$ cat src/rtl/fb_write_arb.sv
// Framebuffer write-port arbiter: round-robin between host (A) and draw (B) writers,
// plus a clear engine that sweeps the whole buffer with one colour.
module fb_write_arb #(
   parameter int unsigned AW    = 16,
   parameter int unsigned DW    = 24,
   parameter int unsigned DEPTH = 65536
) (
   input  logic          CLOCK_50,
   input  logic          rst,
   input  logic          wr_en,
   input  logic          a_valid,
   output logic          a_ready,
   input  logic [AW-1:0] a_adr,
   input  logic [DW-1:0] a_d,
   input  logic          b_valid,
   output logic          b_ready,
   input  logic [AW-1:0] b_adr,
   input  logic [DW-1:0] b_d,
   input  logic          clr_start,
   input  logic [DW-1:0] clr_color,
   output logic          clr_busy,
   output logic          clr_done,
   output logic [AW-1:0] fb_wadr,
   output logic          fb_we,
   output logic [DW-1:0] fb_d
);

   typedef enum logic [0:0] {StArb, StClear} state_e;

   // Counter is one bit wider than the address so DEPTH == 2^AW ends without wrapping.
   localparam logic [AW:0] LastIdx = (AW+1)'(DEPTH - 1);

   state_e        r_state;
   logic          r_last_b;
   logic [AW:0]   r_cnt;
   logic [DW-1:0] r_color;
   logic [AW-1:0] r_fb_wadr;
   logic          r_fb_we;
   logic [DW-1:0] r_fb_d;
   logic          r_clr_busy;
   logic          r_clr_done;

   logic w_arb_open;
   logic w_grant_a;
   logic w_grant_b;

   // Readies stay low while reset is held so nothing looks accepted during reset.
   assign w_arb_open = rst && (r_state == StArb) && wr_en && !clr_start;
   assign w_grant_a  = w_arb_open && a_valid && (!b_valid || r_last_b);
   assign w_grant_b  = w_arb_open && b_valid && (!a_valid || !r_last_b);

   assign a_ready  = w_grant_a;
   assign b_ready  = w_grant_b;
   assign clr_busy = r_clr_busy;
   assign clr_done = r_clr_done;
   assign fb_wadr  = r_fb_wadr;
   assign fb_we    = r_fb_we;
   assign fb_d     = r_fb_d;

   always_ff @(posedge CLOCK_50 or negedge rst) begin
      if (!rst) begin
         r_state    <= StArb;
         r_last_b   <= 1'b1;
         r_cnt      <= '0;
         r_color    <= '0;
         r_fb_wadr  <= '0;
         r_fb_we    <= 1'b0;
         r_fb_d     <= '0;
         r_clr_busy <= 1'b0;
         r_clr_done <= 1'b0;
      end else begin
         r_fb_we    <= 1'b0;
         r_clr_done <= 1'b0;
         case (r_state)
            StArb: begin
               // Busy stays up through the cycle carrying the final clear write.
               r_clr_busy <= 1'b0;
               if (clr_start) begin
                  r_state    <= StClear;
                  r_color    <= clr_color;
                  r_cnt      <= '0;
                  r_clr_busy <= 1'b1;
               end else if (w_grant_a) begin
                  r_fb_we   <= 1'b1;
                  r_fb_wadr <= a_adr;
                  r_fb_d    <= a_d;
                  r_last_b  <= 1'b0;
               end else if (w_grant_b) begin
                  r_fb_we   <= 1'b1;
                  r_fb_wadr <= b_adr;
                  r_fb_d    <= b_d;
                  r_last_b  <= 1'b1;
               end
            end
            StClear: begin
               if (wr_en) begin
                  r_fb_we   <= 1'b1;
                  r_fb_wadr <= r_cnt[AW-1:0];
                  r_fb_d    <= r_color;
                  r_cnt     <= r_cnt + 1'b1;
                  if (r_cnt == LastIdx) begin
                     r_state    <= StArb;
                     r_clr_done <= 1'b1;
                  end
               end
            end
            default: r_state <= StArb;
         endcase
      end
   end

endmodule

$ cat config.mk
export PLATFORM = sky130hd
export DESIGN_NAME = fb_write_arb
export DESIGN_NICKNAME = d
export VERILOG_FILES = /design/src/rtl/fb_write_arb.sv
export SDC_FILE = /design/constraint.sdc
export NUM_CORES = 1
export LEC_CHECK = 0
export CAP_MARGIN = 20
export CELL_PAD_IN_SITES_DETAIL_PLACEMENT = 1
export CELL_PAD_IN_SITES_GLOBAL_PLACEMENT = 1
export CORE_ASPECT_RATIO = 0.8
export CORE_MARGIN = 2
export CORE_UTILIZATION = 29
export CTS_CLUSTER_DIAMETER = 80
export DETAILED_ROUTE_END_ITERATION = 16
export PLACE_DENSITY = 0.74
export SLEW_MARGIN = 20
export SYNTH_ARGS = -nofsm -noshare
export SYNTH_HDL_FRONTEND = slang
export SYNTH_SLANG_ARGS = --single-unit
$ cat constraint.sdc
create_clock -name CLOCK_50 -period 1.7 [get_ports CLOCK_50]
set_clock_uncertainty 0.1 [all_clocks]
set_input_delay 0.34 -clock CLOCK_50 [delete_from_list [all_inputs] [get_ports CLOCK_50]]
set_output_delay 0.34 -clock CLOCK_50 [all_outputs]
set_load 0.02 [all_outputs]
# After elaboration in Yosys (flattened, before gate mapping)
# Cells that the tools add are included.
# word_totals
ff_bits	86
inputBits	110
out_inout_bits	45
elab_cells	62
# classes
n_addsub	1
n_eq_ne	5
mux	27
bitwise	2
n_reduce_logical	18
# op_table
cell	count
$mux 24	4
$mux 16	4
$pmux 24 s2	1
$mux 17	2
$pmux 17 s2	1
$pmux 16 s2	1
$add 17x1->17 const B	1
$eq 17x16->1 const B	1
$mux 1	12
$logic_and 1x1->1	7
$ne 2x2->1 const B	3
$reduce_and 3->1	2
$logic_not 1->1	4
$pmux 1 s2	2
$reduce_and 2->1	2
$ne 3x3->1 const B	1
$logic_or 1x1->1	2
$not 1->1	2
$reduce_bool 2->1	1

# Depth between registers and ports, before layout
# Gate-level depths: netlist of run 1.
# depth
ltp_word	10
depth_mapped	8
mapped_depth_nobuf	7

# Worst setup path before layout of run 1
# Ideal clock, no wire load.
# synth_timing
path_kind	flip-flop to flip-flop
start	reg r_cnt[3]
end	reg r_cnt[16]
setup_time_ns	0.083
arrival_time_ns	1.457
required_time_ns	1.517
slack_ns	0.060
path_stages_with_launch	7
n_path_buf	0
period_less_slack_ns	1.640
cell_sequence	dfrtp_1 > nand4_1 > nor2_1 > nand2_1 > nor3_1 > ha_1 > o21ai_0
# synth_between
elab_chain_cells	3
# synth_rtl
item	line_no	source
start, declared	35	logic [AW:0] r_cnt;
start signal, assigned	100	r_cnt <= r_cnt + 1'b1;
$add 17x1->17	100	
$mux 17	96	if (wr_en) begin
$pmux 17 s2	74	case (r_state)
# Every way passes these cells. The select of a mux whose other input is x is not followed.
# A chain may end at the register's enable or synchronous reset.

# Worst setup path in the final report of run 1
# layout_timing
start	reg r_state
end	out b_ready
# layout_between
elab_chain_cells	6
# layout_rtl
item	line_no	source
start, declared	33	state_e r_state;
start signal, assigned	62	r_state <= StArb;
start signal, assigned	79	r_state <= StClear;
start signal, assigned	102	r_state <= StArb;
$not 1->1 (no line)	--	
$logic_and 1x1->1 (3 in a row)	48	assign w_arb_open = rst && (r_state == StArb) && wr_en && !clr_start;
$logic_and 1x1->1 (2 in a row)	50	assign w_grant_b = w_arb_open && b_valid && (!a_valid || !r_last_b);
end, declared	16	output logic b_ready,
# Every way passes these cells.

==> run summary, run 1 <==
Hold slack -> 0.380 ns
Cell at the root of the clock tree -> sky130_fd_sc_hd__clkbuf_16
Tmin final -> 1.81 ns
Initial cell density of the core -> 0.295
Unique masters post-synth -> 36
H-tree levels -> 3
Via count of the first global-routing pass -> 4,357
Power after layout -> 5.67 mW
Number of nets with antenna violations after routing -> 0
Highest Clock Rate -> 551 MHz
Insertion delay to the later sink of the worst-skew pair -> 0.33 ns
Post-synth top cells -> sky130_fd_sc_hd__nand2_1 (172), sky130_fd_sc_hd__dfrtp_1 (85), sky130_fd_sc_hd__o22ai_1 (39), sky130_fd_sc_hd__a31oi_1 (38), sky130_fd_sc_hd__clkbuf_1 (13)
Unrepaired setup endpoints after global routing -> true
Slew HR -> 0.614
Synthesized-area fraction occupied by xor and xnor cells -> 0
Run status -> finished with violations
TritonRoute pass-1 iters -> 4
Row Count -> 38
Number of antenna violations at the first check in global routing -> 2
Starting DRT DRC Count -> 204
Cell with the most instances after synthesis -> sky130_fd_sc_hd__nand2_1
P per Cell Area -> 896 nW/um2
Overall fraction of global-route tracks in use -> 0.195
Number of nets in the layout -> 738
Largest cells by area after synthesis -> sky130_fd_sc_hd__dfrtp_1 (53%), sky130_fd_sc_hd__nand2_1 (16%), sky130_fd_sc_hd__o22ai_1 (6.1%)
Top cell type's share of synthesized area -> 0.535
Minimum setup slack after placement -> -0.721 ns
Clock transition at the register clock pins on the worst setup and hold paths after CTS -> 0.07 ns
Final routed DRC violation total -> 0
# Max-Cap Violations -> 0
Violated checks -> negative setup slack
Combined buffer and inverter count along the critical path -> 1
Static Leakage -> 2.89 nW
Width of the die -> 135 um
Critical path fanouts, max -> 3
Synthesized area -> 3980 um2
Critical path's top delay family -> simple AND/OR/NAND/NOR gates
Number of I/O pins -> 155
First-pass GRT wire length -> 22,200 um
Die height -> 109 um
GP Congestion -> 0.870
Hold/Removal Path Class -> flop to flop
Total CTS buffers -> 9
Data arrival time of the critical path -> 1.37 ns
Final setup margin -> -0.115 ns
CTS tree -> yes
Setup crit start kind -> flop
Average routed wire per standard cell -> 17.4 um
Total cell area at the placement stage -> 5960 um2
Highest cell delay on the worst timing path -> 0.37 ns
Ratio of cells with drive above 1 in the final layout -> 0.128
Least-Margin Pin Slew -> 0.579 ns
Final Hold Violating Endpoints -> 0
Synthesized-area fraction occupied by ao, oa, aoi and oai cells -> 0.167
Synthesis-to-finish area growth -> 59.1%
HPWL after DPL -> 10,300 um
Post-Synthesis Mean Instance Area -> 8.94 um2
Share of synthesized area spent on multiplexers -> 0.0101
TritonCTS Sinks -> 86
Ratio of final minimum period to clock period -> 1.07
CP cell instances -> and4bb_4 > and3_4 > buf_6
Maximum number of pins on one net before global-route repair -> 64
Crit path capture type -> primary output
Main combinational cell family by area after synthesis -> simple AND/OR/NAND/NOR gates
Async SR Flop Fraction -> 1.00
Sum Neg Setup Slack -> -0.216 ns
Max Buffers Root-to-Sink -> 2
Vias after detailed routing -> 4,088
Most used flip-flop cell after synthesis -> sky130_fd_sc_hd__dfrtp_1
Post-synthesis share of cell area spent on full adders, half adders and majority gates -> 0.00629
Floorplan die area -> 14,700 um2
Synth warn -> 0
Crit path kind -> flop to primary output
Worst path slowest cell -> sky130_fd_sc_hd__dfrtp_1
Total length of routed wires -> 14,100 um
Final non-filler cell area -> 6330 um2
Number of port buffers -> 154
Number of slew-limit violations in the final report -> 0
Simple-gate share of the synthesized area -> 0.227
Required time of the critical path -> 1.26 ns
Worst IR Drop VDD -> 0.000671 V
Total congestion overflow after global routing -> 0
Largest area contributor in the netlist -> sky130_fd_sc_hd__dfrtp_1
Vias per Instance -> 5.03
Number of enable-type register cells in the synthesized netlist -> 0
# setup viols final -> 2
Area inside the core boundary -> 13,500 um2
Number of synthesized register bits -> 86
Syn Nets -> 557
Synthesized instance count -> 445
Sequential element share of the synthesized area -> 0.541
[layout by cell type (no fill, tap or decap), drive strengths merged, types with 2 or more instances in the layout]
master	instances
nand2b	2
nand4	7
mux2i	4
dlygate4sd2	47
and3	4
o211ai	3
o31ai	5
nand3	7
a31oi	38
o22ai	39
dfrtp	85
nor3	3
and4	3
diode	2
ha	2
inv	6
clkinv	3
o21ai	10
and2	2
a41oi	3
buf	51
clkdlybuf4s50	104
nand2	172
nor2	9
a21o	2
clkbuf	9
[worst paths after layout]
kind                              end  depth (start not counted)  slack [ns]  startpoint
max reg2reg                  fb_d[23]                          6        0.08     r_state
min reg2reg                r_color[0]                          2        0.38  r_color[0]
max in group asynchronous     fb_d[8]                          4        0.35         rst
max                           b_ready                          3       -0.11     r_state
min in group asynchronous  r_color[2]                          4        0.57         rst
min                        r_color[0]                          2        0.38  r_color[0]
[repair_timing]
action,CTS,global route
setup endpoints to repair,89,105
gates cloned,1,0
hold buffers,2,0
endpoints found under the hold margin,23,0
pin swaps,3,3
resized for setup,70,9
setup buffers,0,1
[through the flow]
step | cells | utilization
2_1_floorplan | 445 | -
3_3_place_gp | 791 | 0.441
3_5_place_dp | 791 | 0.441
4_1_cts | 810 | 0.465
5_1_grt | 813 | 0.469
6_report | 813 | 0.469
[registers in the layout, indices dropped and copies added (netlist names), 16 cells and up]
name,cells
r_cnt,17
r_color,24
fb_wadr,16
fb_d,24
[layer usage]
| layer | vias up | global-route usage | wire (um) |
|---|---|---|---|
| met5 | - | 0 | 0 |
| met1 | 2003 | 0.239 | 6150 |
| met2 | 134 | 0.337 | 6800 |
| met4 | 0 | 0.0417 | 157 |
| li1 | 1934 | - | - |
| met3 | 17 | 0.0651 | 1030 |
[report_power, final]
part | internal (mW) | leakage, nW | switching [mW]
registers | 2.29 | 1.07 | 0.154
clock network | 1.16 | 0.151 | 0.853
logic | 0.610 | 1.67 | 0.604
[area by class of cell]
class | instances | area (um2)
Clock buffer | 9 | 225
Timing Repair Buffer | 203 | 1960
Clock inverter | 7 | 78.8
Sequential cell | 86 | 2150
Fill cell | 1571 | 7170
Multi-Input combinational cell | 323 | 1670
Inverter | 3 | 13.8
Antenna cell | 2 | 5.00
Tap cell | 180 | 225
[cell families (layout without fill, tap and decap cells)]
kind of cell,count (synthesis),after routing
mux,4,4
other cells,0,2
flops,86,86
compound gates,103,103
simple gates,214,214
buf+inv,36,222
fa+ha+maj,2,2
[worst reg2reg max path: stages (launching register included)]
cell	delay, ns
sky130_fd_sc_hd__dfrtp_1	0.37
sky130_fd_sc_hd__and4bb_4	0.34
sky130_fd_sc_hd__buf_4	0.14
sky130_fd_sc_hd__a21o_4	0.18
sky130_fd_sc_hd__buf_8	0.15
sky130_fd_sc_hd__o22ai_1	0.08
sky130_fd_sc_hd__a31oi_1	0.17
No activity file was read; power rests on OpenSTA's default activity.
==> inputs of run 2 (changes only) <==
GPL_TIMING_DRIVEN = 0   (was unset)
==> run 2 against run 1 <==
The flow still finishes with violations (negative setup slack). Global-route usage rose by 1.9 points. Hold slack worse by 0.027 ns. Register-to-register slack got worse by 0.15 ns. Cell area rose by 3.9%. Clock power up 2%. Critical path type unchanged. Critical endpoint is now a_ready.
==> run summary, run 2 (synthesis gave the netlist of run 1 again) <==
Run status -> finished with violations
Violated checks -> negative setup slack
Synthesis-to-finish area growth -> 65.3%
Die height -> 109 um (unchanged)
Crit path kind -> flop to primary output
Final Util -> 0.487 (+0.0183)
H-tree levels -> 3 (unchanged)
Vias after detailed routing -> 4,232 (+3.5%)
Vias per Instance -> 5.14 (+2.3%)
Width of the die -> 135 um (unchanged)
Crit path capture type -> primary output
Ratio of cells with drive above 1 in the final layout -> 0.167 (+0.0383)
Hold slack -> 0.352 ns (-0.0271 ns)
Total cell area at the placement stage -> 5770 um2 (-3.1%)
Total congestion overflow after global routing -> 0 (unchanged)
First-pass GRT wire length -> 23,700 um (+6.7%)
Unrepaired setup endpoints after global routing -> true
Top library cells by usage in the layout, fill and taps aside -> sky130_fd_sc_hd__nand2_1 (164), sky130_fd_sc_hd__clkdlybuf4s50_1 (104), sky130_fd_sc_hd__dfrtp_1 (78), sky130_fd_sc_hd__dlygate4sd2_1 (46)
Total length of routed wires -> 15,600 um (+10%)
Starting DRT DRC Count -> 169 (-17%)
Final non-filler cell area -> 6580 um2 (+3.9%)
Combined buffer and inverter count along the critical path -> 3 (+2)
Required time of the critical path -> 1.26 ns (about the same)
CP cell instances -> and4bb_4 > nand3_4 > inv_4 > buf_8 > buf_6
TritonCTS Sinks -> 86 (unchanged)
Initial cell density of the core -> 0.295 (unchanged)
Number of I/O pins -> 155 (unchanged)
Average routed wire per standard cell -> 18.9 um (+8.9%)
Least-Margin Pin Slew -> 0.513 ns (-0.0667 ns)
Floorplan die area -> 14,700 um2 (unchanged)
GP Congestion -> 0.871 (+0.16%)
Number of port buffers -> 154 (unchanged)
P per Cell Area -> 878 nW/um2 (-2.0%)
Highest cell delay on the worst timing path -> 0.41 ns (+0.04 ns)
Max Buffers Root-to-Sink -> 2 (unchanged)
Worst IR Drop VDD -> 0.000498 V (-26%)
Row Count -> 38 (unchanged)
Reg-to-reg slack, setup -> -0.07 ns (-0.15 ns)
Number of slew-limit violations in the final report -> 0 (unchanged)
Final std cells w/o fill -> 823 (+1.2%)
Number of nets with antenna violations after routing -> 0 (unchanged)
Critical path fanouts, max -> 4 (+1)
Power after layout -> 5.77 mW (+1.8%)
Slew HR -> 0.658 (+0.0445)
Final setup margin -> -0.204 ns (-0.0886 ns)
Number of antenna violations at the first check in global routing -> 2 (unchanged)
CTS tree -> yes
Hold/Removal Path Class -> primary input to flop
Final Hold Violating Endpoints -> 0 (unchanged)
Setup crit start kind -> flop
HPWL after DPL -> 10,400 um (+1.2%)
Highest Clock Rate -> 525 MHz (-4.7%)
# setup viols final -> 15 (+13)
Insertion delay to the later sink of the worst-skew pair -> 0.35 ns (+0.02 ns)
TritonRoute pass-1 iters -> 4 (unchanged)
# Max-Cap Violations -> 0 (unchanged)
Static Leakage -> 2.97 nW (+2.9%)
Number of nets in the layout -> 749 (+1.5%)
Maximum number of pins on one net before global-route repair -> 32 (-50%)
Number of placed cells counting well taps -> 780 (-1.4%)
Minimum setup slack after placement -> -1.28 ns (-0.558 ns)
Overall fraction of global-route tracks in use -> 0.214 (+0.0191)
Ratio of final minimum period to clock period -> 1.12 (+0.0521)
Data arrival time of the critical path -> 1.46 ns (+0.09 ns)
Final routed DRC violation total -> 0 (unchanged)
Worst path slowest cell -> sky130_fd_sc_hd__dfrtp_2
Area inside the core boundary -> 13,500 um2 (unchanged)
Commonest non-fill, non-tap cell in the layout -> sky130_fd_sc_hd__nand2_1
Tmin final -> 1.90 ns (+0.0886 ns)
Cell at the root of the clock tree -> sky130_fd_sc_hd__clkbuf_16
Via count of the first global-routing pass -> 4,501 (+3.3%)
Clock transition at the register clock pins on the worst setup and hold paths after CTS -> 0.06 ns (about the same)
Total CTS buffers -> 9 (unchanged)
Critical path's top delay family -> simple AND/OR/NAND/NOR gates
Sum Neg Setup Slack -> -0.855 ns (-0.639 ns)
run 2: timing repair:
| item | CTS | global route |
|---|---|---|
| hold buffers | 4 | 0 |
| gates cloned | 3 | 2 |
| pin swaps | 10 | 24 |
| endpoints found under the hold margin | 57 | 0 |
| endpoints found under the setup margin | 123 | 61 |
| setup buffers | 16 | 6 |
| gates resized for setup | 98 | 29 |
run 2: final timing paths:
path                       startpoint         end  cells past startpoint
max                           r_state     a_ready                      5
min                         clr_start     r_state                      3
max reg2reg                   r_state  fb_wadr[8]                      9
min reg2reg                r_color[0]  r_color[0]                      2
max in group asynchronous         rst    r_cnt[4]                      3
min in group asynchronous         rst  fb_wadr[5]                      3
run 2: where the power goes:
part	leakage [nW]	internal, mW	total [mW]	switching (mW)
sequential	1.06	2.30	2.47	0.179
clock	0.149	1.19	2.05	0.865
combinational	1.76	0.635	1.25	0.610
run 2: cell type report:
| cell class | count | area [um2] |
|---|---|---|
| fill | 1542 | 6930 |
| clock inverter | 6 | 68.8 |
| antenna | 1 | 2.50 |
| buffer | 29 | 228 |
| inverter | 3 | 13.8 |
| tap | 180 | 225 |
| timing repair buffer | 185 | 1920 |
| sequential | 86 | 2160 |
| clock buffer | 10 | 239 |
| multi-input combinational | 323 | 1720 |
run 2: layer usage:
metal,GRT usage,vias to the layer above,share of wire
met5,0,-,0.00083
met4,0.0499,2,0.015
met3,0.0804,24,0.084
met2,0.361,179,0.48
met1,0.261,2076,0.42
li1,-,1951,-
run 2: tightest hold or removal path: cells and delay by family:
family        cells  cell delay [ns]
buf+inv           1             0.27
simple gates      2             0.15
==> inputs of run 3 (changes only) <==
TNS_END_PERCENT = 20   (was unset)
==> run 3 against run 2 <==
Cell area shrank 1.9%. Non-clock buffer count shrank 6. The flow still finishes with violations (negative setup slack). Critical endpoint unchanged. Sequential share of layout area grew 0.64 points. Largest power group unchanged.
==> run summary, run 3 (synthesis gave the netlist of run 1 again) <==
Slew HR -> 0.669 (+0.0104)
Critical path fanouts, max -> 4 (unchanged)
Width of the die -> 135 um (unchanged)
Ratio of cells with drive above 1 in the final layout -> 0.153 (-0.0142)
Number of port buffers -> 154 (unchanged)
Number of nets with antenna violations after routing -> 0 (unchanged)
Floorplan die area -> 14,700 um2 (unchanged)
First-pass GRT wire length -> 23,600 um (-0.56%)
Crit path kind -> flop to primary output
Unrepaired setup endpoints after global routing -> true
# setup viols final -> 4 (-11)
GP Congestion -> 0.871 (unchanged)
Clock transition at the register clock pins on the worst setup and hold paths after CTS -> 0.06 ns (about the same)
Run status -> finished with violations
Ratio of final minimum period to clock period -> 1.11 (-0.00508)
Row Count -> 38 (unchanged)
HPWL after DPL -> 10,400 um (unchanged)
Final Hold Violating Endpoints -> 0 (unchanged)
Data arrival time of the critical path -> 1.45 ns (about the same)
Overall fraction of global-route tracks in use -> 0.212 (-0.00169)
Max Buffers Root-to-Sink -> 2 (unchanged)
Static Leakage -> 2.92 nW (-1.8%)
Cell at the root of the clock tree -> sky130_fd_sc_hd__clkbuf_16
Vias per Instance -> 5.07 (-1.4%)
Total congestion overflow after global routing -> 0 (unchanged)
Average routed wire per standard cell -> 18.8 um (-0.53%)
Number of I/O pins -> 155 (unchanged)
Tmin final -> 1.89 ns (-0.00864 ns)
Least-Margin Pin Slew -> 0.497 ns (-0.0157 ns)
Hold/Removal Path Class -> primary input to flop
Highest Clock Rate -> 528 MHz (+0.46%)
Number of nets in the layout -> 743 (-0.80%)
# Max-Cap Violations -> 0 (unchanged)
Worst hold stages -> 3 (unchanged)
Insertion delay to the later sink of the worst-skew pair -> 0.35 ns (about the same)
Area inside the core boundary -> 13,500 um2 (unchanged)
CTS tree -> yes
Vias after detailed routing -> 4,141 (-2.2%)
Crit path capture type -> primary output
Hold slack -> 0.345 ns (-0.00789 ns)
H-tree levels -> 3 (unchanged)
Violated checks -> negative setup slack
Sum Neg Setup Slack -> -0.356 ns (+0.499 ns)
Number of antenna violations at the first check in global routing -> 2 (unchanged)
P per Cell Area -> 888 nW/um2 (+1.2%)
Number of slew-limit violations in the final report -> 0 (unchanged)
Starting DRT DRC Count -> 248 (+47%)
Maximum number of pins on one net before global-route repair -> 32 (unchanged)
Worst IR Drop VDD -> 0.000502 V (+0.82%)
Total length of routed wires -> 15,400 um (-1.3%)
Final routed DRC violation total -> 0 (unchanged)
Synthesis-to-finish area growth -> 62.2%
Required time of the critical path -> 1.26 ns (about the same)
Combined flip-flop and latch cell area -> 2160 um2 (about the same)
TritonRoute pass-1 iters -> 4 (unchanged)
Die height -> 109 um (unchanged)
Multi-input gate area in the final layout -> 1710 um2 (-0.73%)
Total CTS buffers -> 9 (unchanged)
Setup crit start kind -> flop
Initial cell density of the core -> 0.295 (unchanged)
Number of cell instances on the worst register-to-register path -> 6 (-3)
TritonCTS Sinks -> 86 (unchanged)
Final setup margin -> -0.195 ns (+0.00864 ns)
Count of filler cells inserted in the layout -> 1,549 (+0.45%)
Top library cells by usage in the layout, fill and taps aside -> sky130_fd_sc_hd__nand2_1 (169), sky130_fd_sc_hd__clkdlybuf4s50_1 (104), sky130_fd_sc_hd__dfrtp_1 (77), sky130_fd_sc_hd__dlygate4sd2_1 (46)
Commonest non-fill, non-tap cell in the layout -> sky130_fd_sc_hd__nand2_1
Via count of the first global-routing pass -> 4,495 (-0.13%)
==> run 3: changes by cell type in the layout (fill, tap and decap cells not counted) <==
cell	previous run	this run
sky130_fd_sc_hd__nand2_2	8	3
sky130_fd_sc_hd__dfrtp_1	78	77
sky130_fd_sc_hd__buf_6	4	3
sky130_fd_sc_hd__o21ai_0	10	9
sky130_fd_sc_hd__o21ai_1	0	1
sky130_fd_sc_hd__clkbuf_16	11	10
sky130_fd_sc_hd__buf_4	25	24
sky130_fd_sc_hd__buf_16	3	2
sky130_fd_sc_hd__dfrtp_2	7	8
sky130_fd_sc_hd__nand2_1	164	169
sky130_fd_sc_hd__buf_12	6	4
==> run 3: layout make-up <==
type / instances / share of cell area
inverters: 3 / 0.00213
multi-input cells: 323 / 0.264
well taps: 180 / 0.0349
plain buffers: 29 / 0.0347
repair buffers: 179 / 0.281
flip-flops and latches: 86 / 0.335
clock inverters: 6 / 0.0107
clock buffers: 10 / 0.0370
diodes: 1 / 0.000388
==> run 3: through the flow <==
| stage | worst slack (ns) | area, um2 | std cells | power [mW] | utilization |
|---|---|---|---|---|---|
| floorplan | 0.0602 | 3980 | 445 | 2.97 | - |
| global placement | -4.17 | 5750 | 779 | 3.65 | 0.426 |
| detailed placement | -1.28 | 5770 | 780 | 3.70 | 0.427 |
| CTS | -0.250 | 6320 | 810 | 5.75 | 0.468 |
| global route | -0.253 | 6450 | 816 | 6.01 | 0.478 |
| finish | -0.195 | 6450 | 817 | 5.73 | 0.478 |
==> run 3: power by group <==
| part | leakage (nW) | switching, mW | internal [mW] | total [mW] |
|---|---|---|---|---|
| Clock | 0.149 | 0.850 | 1.19 | 2.04 |
| Combinational | 1.71 | 0.592 | 0.613 | 1.20 |
| Sequential | 1.06 | 0.189 | 2.30 | 2.49 |
==> run 3: metal layers <==
metal	up-vias	part of all wire	GRT usage
met5	-	0.00084	0
met4	2	0.011	0.0536
met3	16	0.074	0.0841
met2	138	0.49	0.361
met1	2044	0.43	0.253
li1	1941	-	-
==> run 3: final timing paths <==
| kind | to | slack, ns | start |
|---|---|---|---|
| max | a_ready | -0.19 | r_state |
| min | r_state | 0.34 | clr_start |
| max reg2reg | fb_d[21] | 0 | r_state |
| max in group asynchronous | r_cnt[4] | 0.61 | rst |
| min reg2reg | r_color[0] | 0.38 | r_color[0] |
| min in group asynchronous | fb_wadr[5] | 0.57 | rst |
==> run 3: critical path, stage by stage, from the launching register on <==
cell	delay [ns]
sky130_fd_sc_hd__dfrtp_2	0.41
sky130_fd_sc_hd__and4bb_4	0.34
sky130_fd_sc_hd__nand3_4	0.09
sky130_fd_sc_hd__inv_4	0.07
sky130_fd_sc_hd__buf_8	0.10
sky130_fd_sc_hd__buf_6	0.11
==> run 3: timing repair <==
action                                 in CTS  in global routing
setup endpoints to repair                 123                 64
cloned                                      2                  1
gates resized for setup                    93                 27
hold buffers                                4                  0
pin swaps                                   5                 15
buffers inserted                           11                  6
endpoints found under the hold margin      57                  0
